$ cat config.mk
export PLATFORM = sky130hd
export DESIGN_NAME = pio_pulse_master_flat
export DESIGN_NICKNAME = d
export VERILOG_FILES = /design/src/rtl/pio_pulse_master_if.sv /design/src/rtl/pio_pulse_master.sv /design/src/flat_wrapper.sv
export SDC_FILE = /design/constraint.sdc
export NUM_CORES = 1
export LEC_CHECK = 0
export ABC_AREA = 1
export ABC_CLOCK_PERIOD_IN_PS = 1900
export CAP_MARGIN = 20
export CORE_MARGIN = 8
export CORE_UTILIZATION = 52
export CTS_CLUSTER_DIAMETER = 200
export DETAILED_ROUTE_END_ITERATION = 7
export PLACE_DENSITY = 0.78
export SYNTH_ARGS = -nofsm -noshare
export SYNTH_HDL_FRONTEND = slang
export SYNTH_SLANG_ARGS = --single-unit
export TNS_END_PERCENT = 100
$ cat constraint.sdc
create_clock -name clk -period 1.9 [get_ports clk]
set_input_delay 0.38 -clock clk [delete_from_list [all_inputs] [get_ports clk]]
set_output_delay 0.38 -clock clk [all_outputs]
set_load 0.05 [all_outputs]
$ cat src/rtl/pio_pulse_master_if.sv
// Avalon-MM bus between the pulse master and an output-PIO slave.
// Single-cycle accesses, no waitrequest; readdata is combinational.
interface pio_pulse_master_if;
  logic [2:0]  address;
  logic        chipselect;
  logic        write_n;
  logic [31:0] writedata;
  logic [31:0] readdata;

  modport master (output address, chipselect, write_n, writedata, input readdata);
  modport slave  (input address, chipselect, write_n, writedata, output readdata);
endinterface

$ cat src/rtl/pio_pulse_master.sv
// Pulses selected output-PIO bits for a programmed hold time and verifies the
// slave by reading the data register back after both the set and clear writes.
module pio_pulse_master #(
  parameter int CNT_W     = 16,
  parameter int ADDR_DATA = 0,
  parameter int ADDR_SET  = 4,
  parameter int ADDR_CLR  = 5
) (
  input  logic                 clk,
  input  logic                 reset_n,
  input  logic                 start,
  input  logic [31:0]          pulse_mask,
  input  logic [CNT_W-1:0]     pulse_len,
  output logic                 busy,
  output logic                 done,
  output logic                 error,
  pio_pulse_master_if.master   bus
);

  typedef enum logic [2:0] {IDLE, SET, RD1, HOLD, CLR, RD2, DONE} state_t;

  state_t           state, state_nx;
  logic [31:0]      mask_q;
  logic [CNT_W-1:0] len_q;
  logic [CNT_W-1:0] cnt;

  always_ff @(posedge clk or negedge reset_n) begin
    if (!reset_n) state <= IDLE;
    else          state <= state_nx;
  end

  // HOLD is entered with cnt=len>=1; leaving when cnt==1 gives exactly len
  // HOLD cycles and the counter never wraps.
  always_comb begin
    state_nx = state;
    case (state)
      IDLE: if (start) state_nx = SET;
      SET:  state_nx = RD1;
      RD1:  state_nx = (len_q == '0) ? CLR : HOLD;
      HOLD: if (cnt == CNT_W'(1)) state_nx = CLR;
      CLR:  state_nx = RD2;
      RD2:  state_nx = DONE;
      DONE: state_nx = IDLE;
      default: state_nx = IDLE;
    endcase
  end

  always_ff @(posedge clk or negedge reset_n) begin
    if (!reset_n) begin
      mask_q         <= '0;
      len_q          <= '0;
      cnt            <= '0;
      error          <= 1'b0;
      busy           <= 1'b0;
      done           <= 1'b0;
      bus.chipselect <= 1'b0;
      bus.write_n    <= 1'b1;
      bus.address    <= '0;
      bus.writedata  <= '0;
    end else begin
      case (state)
        IDLE: if (start) begin
          mask_q <= pulse_mask;
          len_q  <= pulse_len;
          error  <= 1'b0;
        end
        RD1: begin
          cnt <= len_q;
          if ((bus.readdata & mask_q) != mask_q) error <= 1'b1;
        end
        HOLD: cnt <= cnt - CNT_W'(1);
        RD2: if ((bus.readdata & mask_q) != '0) error <= 1'b1;
        default: ;
      endcase

      // Bus and status outputs are registered from the next state so each
      // access occupies exactly the cycle its state is active.
      busy           <= state_nx inside {SET, RD1, HOLD, CLR, RD2};
      done           <= (state_nx == DONE);
      bus.chipselect <= state_nx inside {SET, RD1, CLR, RD2};
      bus.write_n    <= !(state_nx inside {SET, CLR});
      case (state_nx)
        SET: begin
          bus.address   <= 3'(ADDR_SET);
          bus.writedata <= (state == IDLE) ? pulse_mask : mask_q;
        end
        CLR: begin
          bus.address   <= 3'(ADDR_CLR);
          bus.writedata <= mask_q;
        end
        RD1, RD2: bus.address <= 3'(ADDR_DATA);
        default: ;
      endcase
    end
  end

endmodule
$ cat src/flat_wrapper.sv
// flat-port wrapper written by rule: the top's interface ports become plain ports
module pio_pulse_master_flat 
#(
  parameter int CNT_W     = 16,
  parameter int ADDR_DATA = 0,
  parameter int ADDR_SET  = 4,
  parameter int ADDR_CLR  = 5
)
  (clk, reset_n, start, pulse_mask, pulse_len, busy, done, error, bus_address, bus_chipselect, bus_write_n, bus_writedata, bus_readdata);
  pio_pulse_master_if bus_i ();
  input  logic clk;
  input  logic reset_n;
  input  logic start;
  input  logic [31:0] pulse_mask;
  input  logic [CNT_W-1:0] pulse_len;
  output logic busy;
  output logic done;
  output logic error;
  output wire logic [$bits(bus_i.address)-1:0] bus_address;
  output wire logic [$bits(bus_i.chipselect)-1:0] bus_chipselect;
  output wire logic [$bits(bus_i.write_n)-1:0] bus_write_n;
  output wire logic [$bits(bus_i.writedata)-1:0] bus_writedata;
  input wire logic [$bits(bus_i.readdata)-1:0] bus_readdata;
  assign bus_address = bus_i.address;
  assign bus_chipselect = bus_i.chipselect;
  assign bus_write_n = bus_i.write_n;
  assign bus_writedata = bus_i.writedata;
  assign bus_i.readdata = bus_readdata;
  pio_pulse_master #(.CNT_W(CNT_W), .ADDR_DATA(ADDR_DATA), .ADDR_SET(ADDR_SET), .ADDR_CLR(ADDR_CLR)) u_core (.clk(clk), .reset_n(reset_n), .start(start), .pulse_mask(pulse_mask), .pulse_len(pulse_len), .busy(busy), .done(done), .error(error), .bus(bus_i));
endmodule
Word level (Yosys, flattened, before mapping)

Cells that the tools add are included.

Flip-flop bits (word level): 107
Input port bits: 83
Word-level logic and storage cells: 54

Add/subtract/negate cells: 1
Equal/unequal tests: 16
Muxes and demuxes: 12
Bitwise operators: 1
Reductions and logical operators: 13

Operators with widths:

| operator                                                               | count |
|---|---|
| 32-bit case mux with 2 select lines                                    | 1 |
| 32-bit AND                                                             | 1 |
| 32-bit two-way mux                                                     | 1 |
| 32-bit != test                                                         | 1 |
| 16-bit case mux with 2 select lines                                    | 1 |
| 32-bit nonzero test                                                    | 1 |
| 3-bit case mux with 6 select lines                                     | 1 |
| 16-bit by 1-bit equality test with 1-bit output, second input constant | 1 |
| 16-bit zero test                                                       | 1 |
| 16-bit by 1-bit subtractor with 16-bit output, second input constant   | 1 |
| 3-bit equality test, second input constant                             | 5 |
| 3-bit by 2-bit equality test with 1-bit output, second input constant  | 4 |
| 3-bit two-way mux                                                      | 3 |
| 3-bit case mux with 3 select lines                                     | 1 |
| 3-bit by 1-bit equality test with 1-bit output, second input constant  | 2 |
| 3-bit nonzero test                                                     | 2 |
| 5-bit nonzero test                                                     | 1 |
| 2-bit by 1-bit != test with 1-bit output, second input constant        | 2 |
| 4-bit AND reduction                                                    | 1 |
| 2-bit nonzero test                                                     | 2 |
| 4-bit nonzero test                                                     | 1 |
| 3-bit zero test                                                        | 1 |
| 1-bit two-way mux                                                      | 3 |
| 1-bit case mux with 3 select lines                                     | 1 |
| other kinds (4)                                                        | 4 |

Logic depth before layout (Yosys ltp)

Word-level depth: 6
Gate-level depth with buffers: 12
Mapped depth without buffers: 11

Worst setup path after synthesis

Ideal clock, no wire load.

Path type: flip-flop to flip-flop
From: register u_core.state[0]
To: register u_core.len_q[14]
Setup time: 125 ps
Arrival: 1410 ps
Setup slack: 365 ps
Stages on the path, launching flop included: 8
Path buffers: 2
Path through: dfrtp_1 > inv_2 > nand2_2 > nor2_4 > nand2_2 > buf_6 > buf_6 > mux2_4

Word-level cells in the longest chain between the ends: 2

RTL lines:

| element                       | RTL line               | RTL |
|---|---|---|
| from (decl)                   | pio_pulse_master.sv:22 | `state_t state, state_nx;` |
| from (signal assigned)        | pio_pulse_master.sv:29 | `else state <= state_nx;` |
| 3-bit zero test               | pio_pulse_master.sv:61 | `case (state)` |
| 2-bit AND reduction (no line) | -                      |  |
| to (signal assigned)          | pio_pulse_master.sv:64 | `len_q <= pulse_len;` |
| to (decl)                     | pio_pulse_master.sv:24 | `logic [CNT_W-1:0] len_q;` |

Every way passes these cells.
A chain may end at the register's enable or synchronous reset.

Final worst setup path

From: register u_core.state[2]
To: register u_core.error

Word-level cells in the longest chain between the ends: 3
Elaborated cells between the ends (all ways): 9
Classes of those cells: 5 x eq/ne; 1 x mux; 3 x reduce/logical

RTL lines:

| element                                                                          | RTL line               | RTL |
|---|---|---|
| 3-bit equality test, or another cell as far along                                | pio_pulse_master.sv:61 |  |
| 2-bit by 1-bit != test with 1-bit output (no line), or another cell as far along | -                      |  |
| 4-bit AND reduction (no line)                                                    | -                      |  |
| to (signal assigned)                                                             | pio_pulse_master.sv:65 | `error <= 1'b0;` |
| to (signal assigned)                                                             | pio_pulse_master.sv:69 | `if ((bus.readdata & mask_q) != mask_q) error <= 1'b1;` |
| to (signal assigned)                                                             | pio_pulse_master.sv:72 | `RD2: if ((bus.readdata & mask_q) != '0) error <= 1'b1;` |
| to (decl)                                                                        | pio_pulse_master.sv:16 | `output logic error,` |

Several ways; a longest one is shown, not always the timed one.

==> results.ini <==
[flow_run]
maxCapViolCount = 0

[synth]
synth_nets = 878
synth.area.top_cells = dfrtp_1 (45%), nand2_1 (20%), o21ai_0 (6.2%), inv_1 (6.0%), nor2_1 (5.1%)
yosysUniqueCellTypes = 34
synth_seq_cells = 106
synth_top_area_cell = dfrtp_1
synth.top_cell.area_share = 0.454
syn_area_um2 = 5790
syn_inst = 793
yosysSeqAreaShare = 0.459
synth-warning-count = 0
syn_area_per_cell_um2 = 7.30

[worst_setup_path]
cp_num_cells = 9
criticalPathCategory = reg -> reg
crit_slowest_cell = dfrtp_1
r2r_start = u_core.state[2]
crit_path_cell_trace = nor2_8 > inv_4 > nor2_4 > buf_4 > inv_1 > nor2_1 > nand3_1 > nand4_1 > nand2_1
cp.required_ns = 2.18
reg2reg_to = u_core.error
cpPeakStageDelay_ns = 0.45
r2r_cells = 9
critical_path.startpoint = u_core.state[2]
crit_family = simple AND/OR/NAND/NOR gates
r2r_slack_ns = 0.12
worst_ep_arrival_time_ns = 2.07
cp_num_buf_inv = 3
critPathCaptureType = flop
critPathCapture = u_core.error
cp_max_fo = 16
crit_path_start_kind = flop

[drt]
vias = 5433
wl_um = 16500
vias_per_cell = 5.13
drt_first_pass_iters = 5
drc_errors = 0
wire_per_inst_um = 15.6
drtIter0Drc = 386
antenna_left = 0

[clocking]
path_clk_slew_ns = 0.10
clk_latency_ns = 0.38
cts_buffers = 9
ctsLongestPathBuffers = 2
cts.sinks = 106
cts.root.buffer_cell = clkbuf_8
cts_tree = done
ctsHtreeMaxLevel = 3

[global_route]
grtUsageTotal = 0.232
grt.overflow.total = 0
grt_use_met2 = 0.390
grt_util_met3 = 0.0707
grt_pass1_wl_um = 27300
met1_usage = 0.280
grt_busiest_layer = met2
grt_pass1_vias = 5519
antenna_found_initial = 0
grt_max_degree = 53

[timing]
finalCriticalPeriod_ns = 1.78
setup_viol = 0
clock_skew_ns = 0.0113
timing.fmax_mhz = 560
fin_crit_sh = 0.939
maxSlewViolCount = 0
rsz0062_at_grt = true
hold_violations = 0

[finish]
n_fill_cell = 959
syn_to_final_growth_pct = 25.8
post-route-util = 0.672
drive_gt1_frac = 0.114
nNetsFinal = 999
n_antenna_cell = 0

[floorplanning]
die_w_um = 121
initial_core_util = 0.534
dieArea_um2 = 14800
core_area_um2 = 10800
die_height_um = 121
rows = 38
io_pins = 123

[pwr]
power_density_nw_per_um2 = 528
p_leak_nw = 3.77
finalPower_mw = 3.85
ir_worst_vdd_v = 0.000601

[place]
gp_congestion = 0.943
hpwl_um = 12700
port_buffers = 121

[hold_path]
min_path_type = in -> async

[outcome]
outcome = complete, no violations

-- layout by cell type, fill, tap and decap left out, types with 9 or more instances in the layout --
| cell | Yosys | layout |
|---|---|---|
| nand2_1 | 311 | 311 |
| dfrtp_1 | 105 | 105 |
| inv_1 | 92 | 92 |
| clkdlybuf4s50_1 | 0 | 81 |
| nor2_1 | 78 | 76 |
| o21ai_0 | 72 | 72 |
| buf_4 | 4 | 49 |
| nand3_1 | 34 | 34 |
| nand4_1 | 9 | 9 |
| a21oi_2 | 9 | 9 |
| a22oi_1 | 9 | 9 |
| clkbuf_8 | 0 | 9 |
-- how the worst min path moves through the flow --
stage               startpoint                    end  slack, ns  cells past startpoint
floorplan              reset_n  u_core.bus.address[0]       0.08                      0
global placement       reset_n        u_core.len_q[9]       0.28                      1
detailed placement     reset_n        u_core.len_q[5]       0.28                      1
CTS                    reset_n          u_core.cnt[3]       0.39                      2
global route           reset_n          u_core.cnt[3]       0.41                      2
finish                 reset_n        u_core.len_q[9]       0.40                      2
-- kinds of logic after synthesis --
kind of cell,synth area share
fa+ha+maj,0.00432
xor+xnor,0.00908
buf+inv,0.0941
flops,0.459
simple gates,0.309
mux,0.0201
compound gates,0.104
other cells,0.000648
-- area by class of cell --
type                       instances  area, um2  share of cell area
clock buffer                      11        131              0.0180
clock inverter                     5       37.5             0.00515
inverter                          97        372              0.0510
multi-input combinational        563       2600               0.357
sequential                       106       2650               0.364
tap                              140        175              0.0241
timing repair buffer             137       1310               0.180
-- registers in the layout, summed over array words and instances, names as in the netlist --
register / cells
u_core.bus.writedata: 32
u_core.mask_q: 32
u_core.cnt: 16
u_core.len_q: 16
u_core.state: 3
u_core.bus.address: 2
u_core.bus.chipselect: 1
u_core.bus.write_n: 1
u_core.busy: 1
u_core.done: 1
u_core.error: 1
-- layer usage --
layer | vias up | share of wire
met2 | 165 | 0.49
met5 | - | 0
met3 | 28 | 0.068
met1 | 2533 | 0.42
li1 | 2707 | -
met4 | 0 | 0.019
-- cells in the mapped netlist (all sizes together) --
cell and instances:
nand3 34, a22oi 9, nor2 82, xnor2 2, conb 1, a21boi 1, xor2 4, nor3 1
a21oi 15, mux2 8, o21ai 72, clkbuf 13, buf 14, dfrtp 105, o221ai 5, ha 2
dfstp 1, nand4 9, o211ai 1, a31o 1, or2 1, nand2 315, inv 97
-- per-stage QoR --
| step | setup WS, ns | TNS [ns] | instance area, um2 | hold WS (ns) | std cells |
|---|---|---|---|---|---|
| floorplan | 0.365 | 0 | 5790 | 0.0844 | 793 |
| global placement | 0.169 | 0 | 7060 | 0.278 | 1040 |
| detailed placement | 0.136 | 0 | 7060 | 0.279 | 1040 |
| CTS | 0.103 | 0 | 7240 | 0.393 | 1057 |
| global route | -0.00731 | -0.00731 | 7280 | 0.413 | 1059 |
| finish | 0.115 | 0 | 7280 | 0.404 | 1059 |
-- repair_timing --
action / CTS / global route
gates resized for setup: 0 / 3
setup buffers: 0 / 1
setup endpoints to repair: 0 / 33
hold buffers: 1 / 0
hold endpoints to repair: 15 / 0
-- where the power goes --
part           internal (mW)  switching (mW)
registers               2.25        0.000662
logic                  0.177           0.130
clock network          0.486           0.799
Note: power is estimated with default switching activity, not from simulation.
==> patch 1 (same settings) <==
`CNT_W` is set to 16 in 2 places; all go to 24.
--- a/src/rtl/pio_pulse_master.sv
+++ b/src/rtl/pio_pulse_master.sv
@@ -3,3 +3,3 @@
 module pio_pulse_master #(
-  parameter int CNT_W     = 16,
+  parameter int CNT_W     = 24,
   parameter int ADDR_DATA = 0,
--- a/src/flat_wrapper.sv
+++ b/src/flat_wrapper.sv
@@ -3,3 +3,3 @@
 #(
-  parameter int CNT_W     = 16,
+  parameter int CNT_W     = 24,
   parameter int ADDR_DATA = 0,
Ports: changed (resized pulse_len); port bits go from 123 to 131. The function was not compared with the original's and may differ.
==> patch 1 against the unedited design <==
- core utilization grew 3.4 points
- critical endpoint is now u_core.cnt[18]$_DFFE_PN0P_
- hold slack gained 78 ps
- synthesized area grew 11%
- wire length grew 7.7%
- highest routed layer unchanged
- setup slack gained 68 ps
- design area grew 17%
- sequential cell count grew 16
- critical path type unchanged
- total power grew 62%
==> patch 1: results <==
[yosys]
synth_fa_ha_area_share_pct = 0.3885
synth_common_cells = "nand2_1, dfrtp_1, inv_1, nor2_1, o21ai_0"
async_flop_share_pct = 100.0
synth_compound_area_share_pct = 8.372
synth_xor_area_share_pct = 1.088
yosysSeqAreaShare_pct = 47.42
synth_nets = 970
synth.distinct_cells = 34
ys_warn_count = 0
synth_cells = 877
synth_top_area_share_pct = 47.01
synth_area_leaders = "dfrtp_1, nand2_1, inv_1"
synthMuxAreaShare_pct = 0

[cts]
clock-root-buffer = "clkbuf_16"
clk_pin_slew_ps = 50
cts_setup_buffers = 0
cts.htree.levels = 4
numCtsBuffers = 17
clk_latency_ps = 420

[status]
status = "complete, no violations"

[min_path]
min_path_cells = 2
min_to = "u_core.bus.writedata[25]$_DFFE_PN0N_"
min_from = "u_core.bus.writedata[25]$_DFFE_PN0N_"
hp-class = "flop to flop"

[critical_path]
rrSetupSlack_ps = 180
r2r-end = "u_core.cnt[18]$_DFFE_PN0P_"
critPathMaxStageDelay_ps = 380
path_max_fanout = 4
reg2reg_from = "u_core.cnt[0]$_DFFE_PN0P_"
reg2reg_depth = 10

[drt]
wl_met1_um = 8062
post_drt_via_cell_ratio = 4.967
drtIter0Drc = 491
wl_per_cell_um = 14.87
route.met2.wl_um = 7873
wl_met3_um = 1469
via_count = 5945

[grt]
grt_util_met2_pct = 34.59
grt_start_max_net_pins = 79
grt_pass1_wl_um = 29550
groute.usage.overall_pct = 23.04
met3_usage_pct = 7.696
use_met1_pct = 30.24

[placement]
place_area_um2 = 7869
numPortBuffers = 129
gp_congestion = 0.9080
dp_hpwl_um = 12810
dp.cells = 1164

[finish]
drive_gt1_share_pct = 11.18
fillCellCount = 952
fin_nets = 1109

[timing]
finClkSkew_ps = 8.838

[pwr]
power_switching_uw = 1267
vdd_drop_max_uv = 649.6
p_leak_uw = 0.004237
[patch 1: changes by cell type in the layout (fill, tap and decap cells not counted), sizes merged, moves of 10 or more]
| cell | unedited run | this run |
|---|---|---|
| nand3b | 0 | 29 |
| o21ai | 72 | 62 |
| nor2 | 82 | 108 |
| a21oi | 15 | 1 |
| dfrtp | 105 | 121 |
| inv | 99 | 110 |
| nand2 | 315 | 334 |
| nand3 | 34 | 24 |
| clkbuf | 12 | 25 |
[patch 1: worst register-to-register path: cells and delay by family (launching register included)]
family | cells | cell delay [ps]
flip-flops | 1 | 380
buffers and inverters | 1 | 120
AND/OR/NAND/NOR | 7 | 820
adder cells (fa/ha/maj) | 1 | 230
AO/OA/AOI/OAI | 1 | 110
[patch 1: final cells by class]
cell class,count,share of cell area (%)
clock buffers,25,6.176
flip-flops and latches,122,35.89
multi-input cells,615,33.20
well taps,168,2.470
repair buffers,150,16.38
inverters,110,4.882
clock inverters,7,0.9999
[patch 1: power by group through the flow]
| stage | Clock, µW | Combinational (µW) | Sequential, µW |
|---|---|---|---|
| finish | 3300 | 311 | 2610 |
| global route | 3470 | 342 | 2610 |
| CTS | 3340 | 315 | 2610 |
| detailed placement | 0 | 311 | 2650 |
| global placement | 0 | 309 | 2650 |
| floorplan | 0 | 36.9 | 2660 |
[patch 1: timing repair]
action	in CTS	in global routing
setup endpoints to repair	1	37
endpoints found under the hold margin	36	0
hold buffers	1	0
gates cloned	0	0
gates resized for setup	1	8
[patch 1: per-stage QoR]
step                setup slack, ps  total power [µW]  utilization [%]  hold WS, ps
floorplan                     378.5              2700                -        84.41
global placement              83.40              2960            65.24        444.8
detailed placement            40.02              2963            65.24        440.4
CTS                           7.647              6266            70.37        471.6
global route                  27.45              6419            70.55        497.5
finish                        183.0              6215            70.55        481.6
==> patch 2 (same flow settings) <==
Without the edit above. Add an input register stage for `start`, `pulse_mask` and `pulse_len`, cleared by the reset; this delays them by one clock. The other inputs are not delayed to match.
--- a/src/rtl/pio_pulse_master.sv
+++ b/src/rtl/pio_pulse_master.sv
@@ -21,2 +21,18 @@
 
+  logic start_q;
+  logic [31:0] pulse_mask_q;
+  logic [CNT_W-1:0] pulse_len_q;
+
+  always_ff @(posedge clk or negedge reset_n) begin
+    if (!reset_n) begin
+      start_q      <= '0;
+      pulse_mask_q <= '0;
+      pulse_len_q  <= '0;
+    end else begin
+      start_q      <= start;
+      pulse_mask_q <= pulse_mask;
+      pulse_len_q  <= pulse_len;
+    end
+  end
+
   state_t           state, state_nx;
@@ -36,3 +52,3 @@
     case (state)
-      IDLE: if (start) state_nx = SET;
+      IDLE: if (start_q) state_nx = SET;
       SET:  state_nx = RD1;
@@ -61,5 +77,5 @@
       case (state)
-        IDLE: if (start) begin
-          mask_q <= pulse_mask;
-          len_q  <= pulse_len;
+        IDLE: if (start_q) begin
+          mask_q <= pulse_mask_q;
+          len_q  <= pulse_len_q;
           error  <= 1'b0;
@@ -84,3 +100,3 @@
           bus.address   <= 3'(ADDR_SET);
-          bus.writedata <= (state == IDLE) ? pulse_mask : mask_q;
+          bus.writedata <= (state == IDLE) ? pulse_mask_q : mask_q;
         end
Function: changed (Yosys sat finds a counterexample within 4 cycles, from zero or initial values and one cycle with reset_n low).
==> patch 2 against the unedited design <==
- wire length grew 5.3%
- design area grew 20%
- clock skew shrank 1.6 ps
- setup slack gained 31 ps
- synthesized area grew 17%
- synthesized cell count grew 2.4%
- sequential cell count grew 49
- largest cell class unchanged
- highest routed layer unchanged
Power is left out: it rests on default switching activity, and per cell area and clock period it moved more than threefold.
==> patch 2: results <==
[status]
status = "complete, no violations"

[critical_path]
crit_arrival_ps = 2060
rrSetupSlack_ps = 150
cpMaxStageDelayCell = "dfrtp_1"
r2r-end = "u_core.bus.writedata[30]$_DFFE_PN0N_"
path_max_fanout = 22
crit_path_start = "u_core.state[2]$_DFF_PN0_"
critical_path.top_delay_family = "buffers and inverters"
endpoint_kind = "flop"
critPathMaxStageDelay_ps = 430

[grt]
grt_start_max_net_pins = 65
grt_pass1_wl_um = 27760
antenna_found_initial = 0
grt_pass1_vias = 5553
groute.usage.overall_pct = 21.49

[yosys]
synth.distinct_cells = 28
synth_area_leaders = "dfrtp_1, nand2_1, o21ai_0"
synth_common_cells = "nand2_1, dfrtp_1, inv_1, o21ai_0, nor2_1"
yosysSeqAreaShare_pct = 57.17
synth_nets = 897

[finish]
top_regs = "u_core.bus.writedata (32), u_core.mask_q (32), u_core.pulse_mask_q (32)"
fillCellCount = 1013
fin_nets = 1020
drive_gt1_share_pct = 10.14

[timing]
finClkSkew_ps = 9.693

[min_path]
hp-class = "input pin to flop"

[cts]
clk_latency_ps = 430
numCtsBuffers = 17
clock-root-buffer = "clkbuf_16"
clk_pin_slew_ps = 60
cts.htree.levels = 4

[placement]
gp_congestion = 0.8777
dp_hpwl_um = 12490

[drt]
drtPass1Iterations = 7
drtIter0Drc = 372
via_count = 5714
drt-total-wl_um = 17400
==> patch 2: worst min-delay path by stage <==
stage                        start                           endpoint  slack, ps  cells past startpoint
global placement           reset_n  u_core.pulse_mask_q[27]$_DFF_PN0_        340                      1
floorplan                  reset_n  u_core.bus.address[0]$_DFFE_PN0P_         80                      0
global route        pulse_mask[28]  u_core.pulse_mask_q[28]$_DFF_PN0_        380                      1
CTS                 pulse_mask[24]  u_core.pulse_mask_q[24]$_DFF_PN0_        370                      1
detailed placement         reset_n  u_core.pulse_mask_q[30]$_DFF_PN0_        340                      1
finish              pulse_mask[24]  u_core.pulse_mask_q[24]$_DFF_PN0_        390                      1
==> patch 2: layer usage <==
metal  wire (µm)  vias up  track usage (%)
met4         377        0            8.743
li1            -     2813                -
met1        7591     2696            27.21
met5           0        -                0
met3        1113       29            6.854
met2        8320      176            33.58
==> patch 2: cell families after synthesis <==
group	Yosys count	synth area share (%)
AOI/OAI and AO/OA	106	8.481
and+or+nand+nor	404	24.83
xor gates and xnor gates	7	0.9034
DFF	155	57.17
adders and majority gates	2	0.3687
buffers and inverters	137	8.186
other	1	0.05526
==> patch 2: final cells by class <==
type | instances | share of cell area, %
timing repair buffer | 136 | 14.74
inverter | 105 | 4.551
tap | 172 | 2.454
clock buffer | 22 | 5.521
clock inverter | 9 | 1.555
sequential | 155 | 44.24
multi-input combinational | 520 | 26.92
antenna | 1 | 0.02853
==> patch 2: what timing repair did <==
action	in CTS	in global routing
endpoints found under the hold margin	43	0
setup buffers	0	0
endpoints found under the setup margin	0	3
hold buffers	1	0
gates resized for setup	0	1
==> patch 2: worst reg2reg max path, delay by kind of cell (launching register included) <==
| kind | cells | cell delay, ps |
|---|---|---|
| buf+inv | 4 | 690 |
| simple gates | 5 | 520 |
| flops | 1 | 430 |
==> patch 2: through the flow <==
step                util [%]  worst slack [ps]  cell area, µm²  instances  hold slack (ps)
floorplan                  -             474.8            6787        812            84.41
global placement       64.20             211.2            8135       1087            338.5
detailed placement     64.20             126.3            8135       1087            339.5
CTS                    69.18             107.8            8766       1119            373.2
global route           69.20             56.86            8768       1119            375.5
finish                 69.22             146.7            8771       1120            387.3
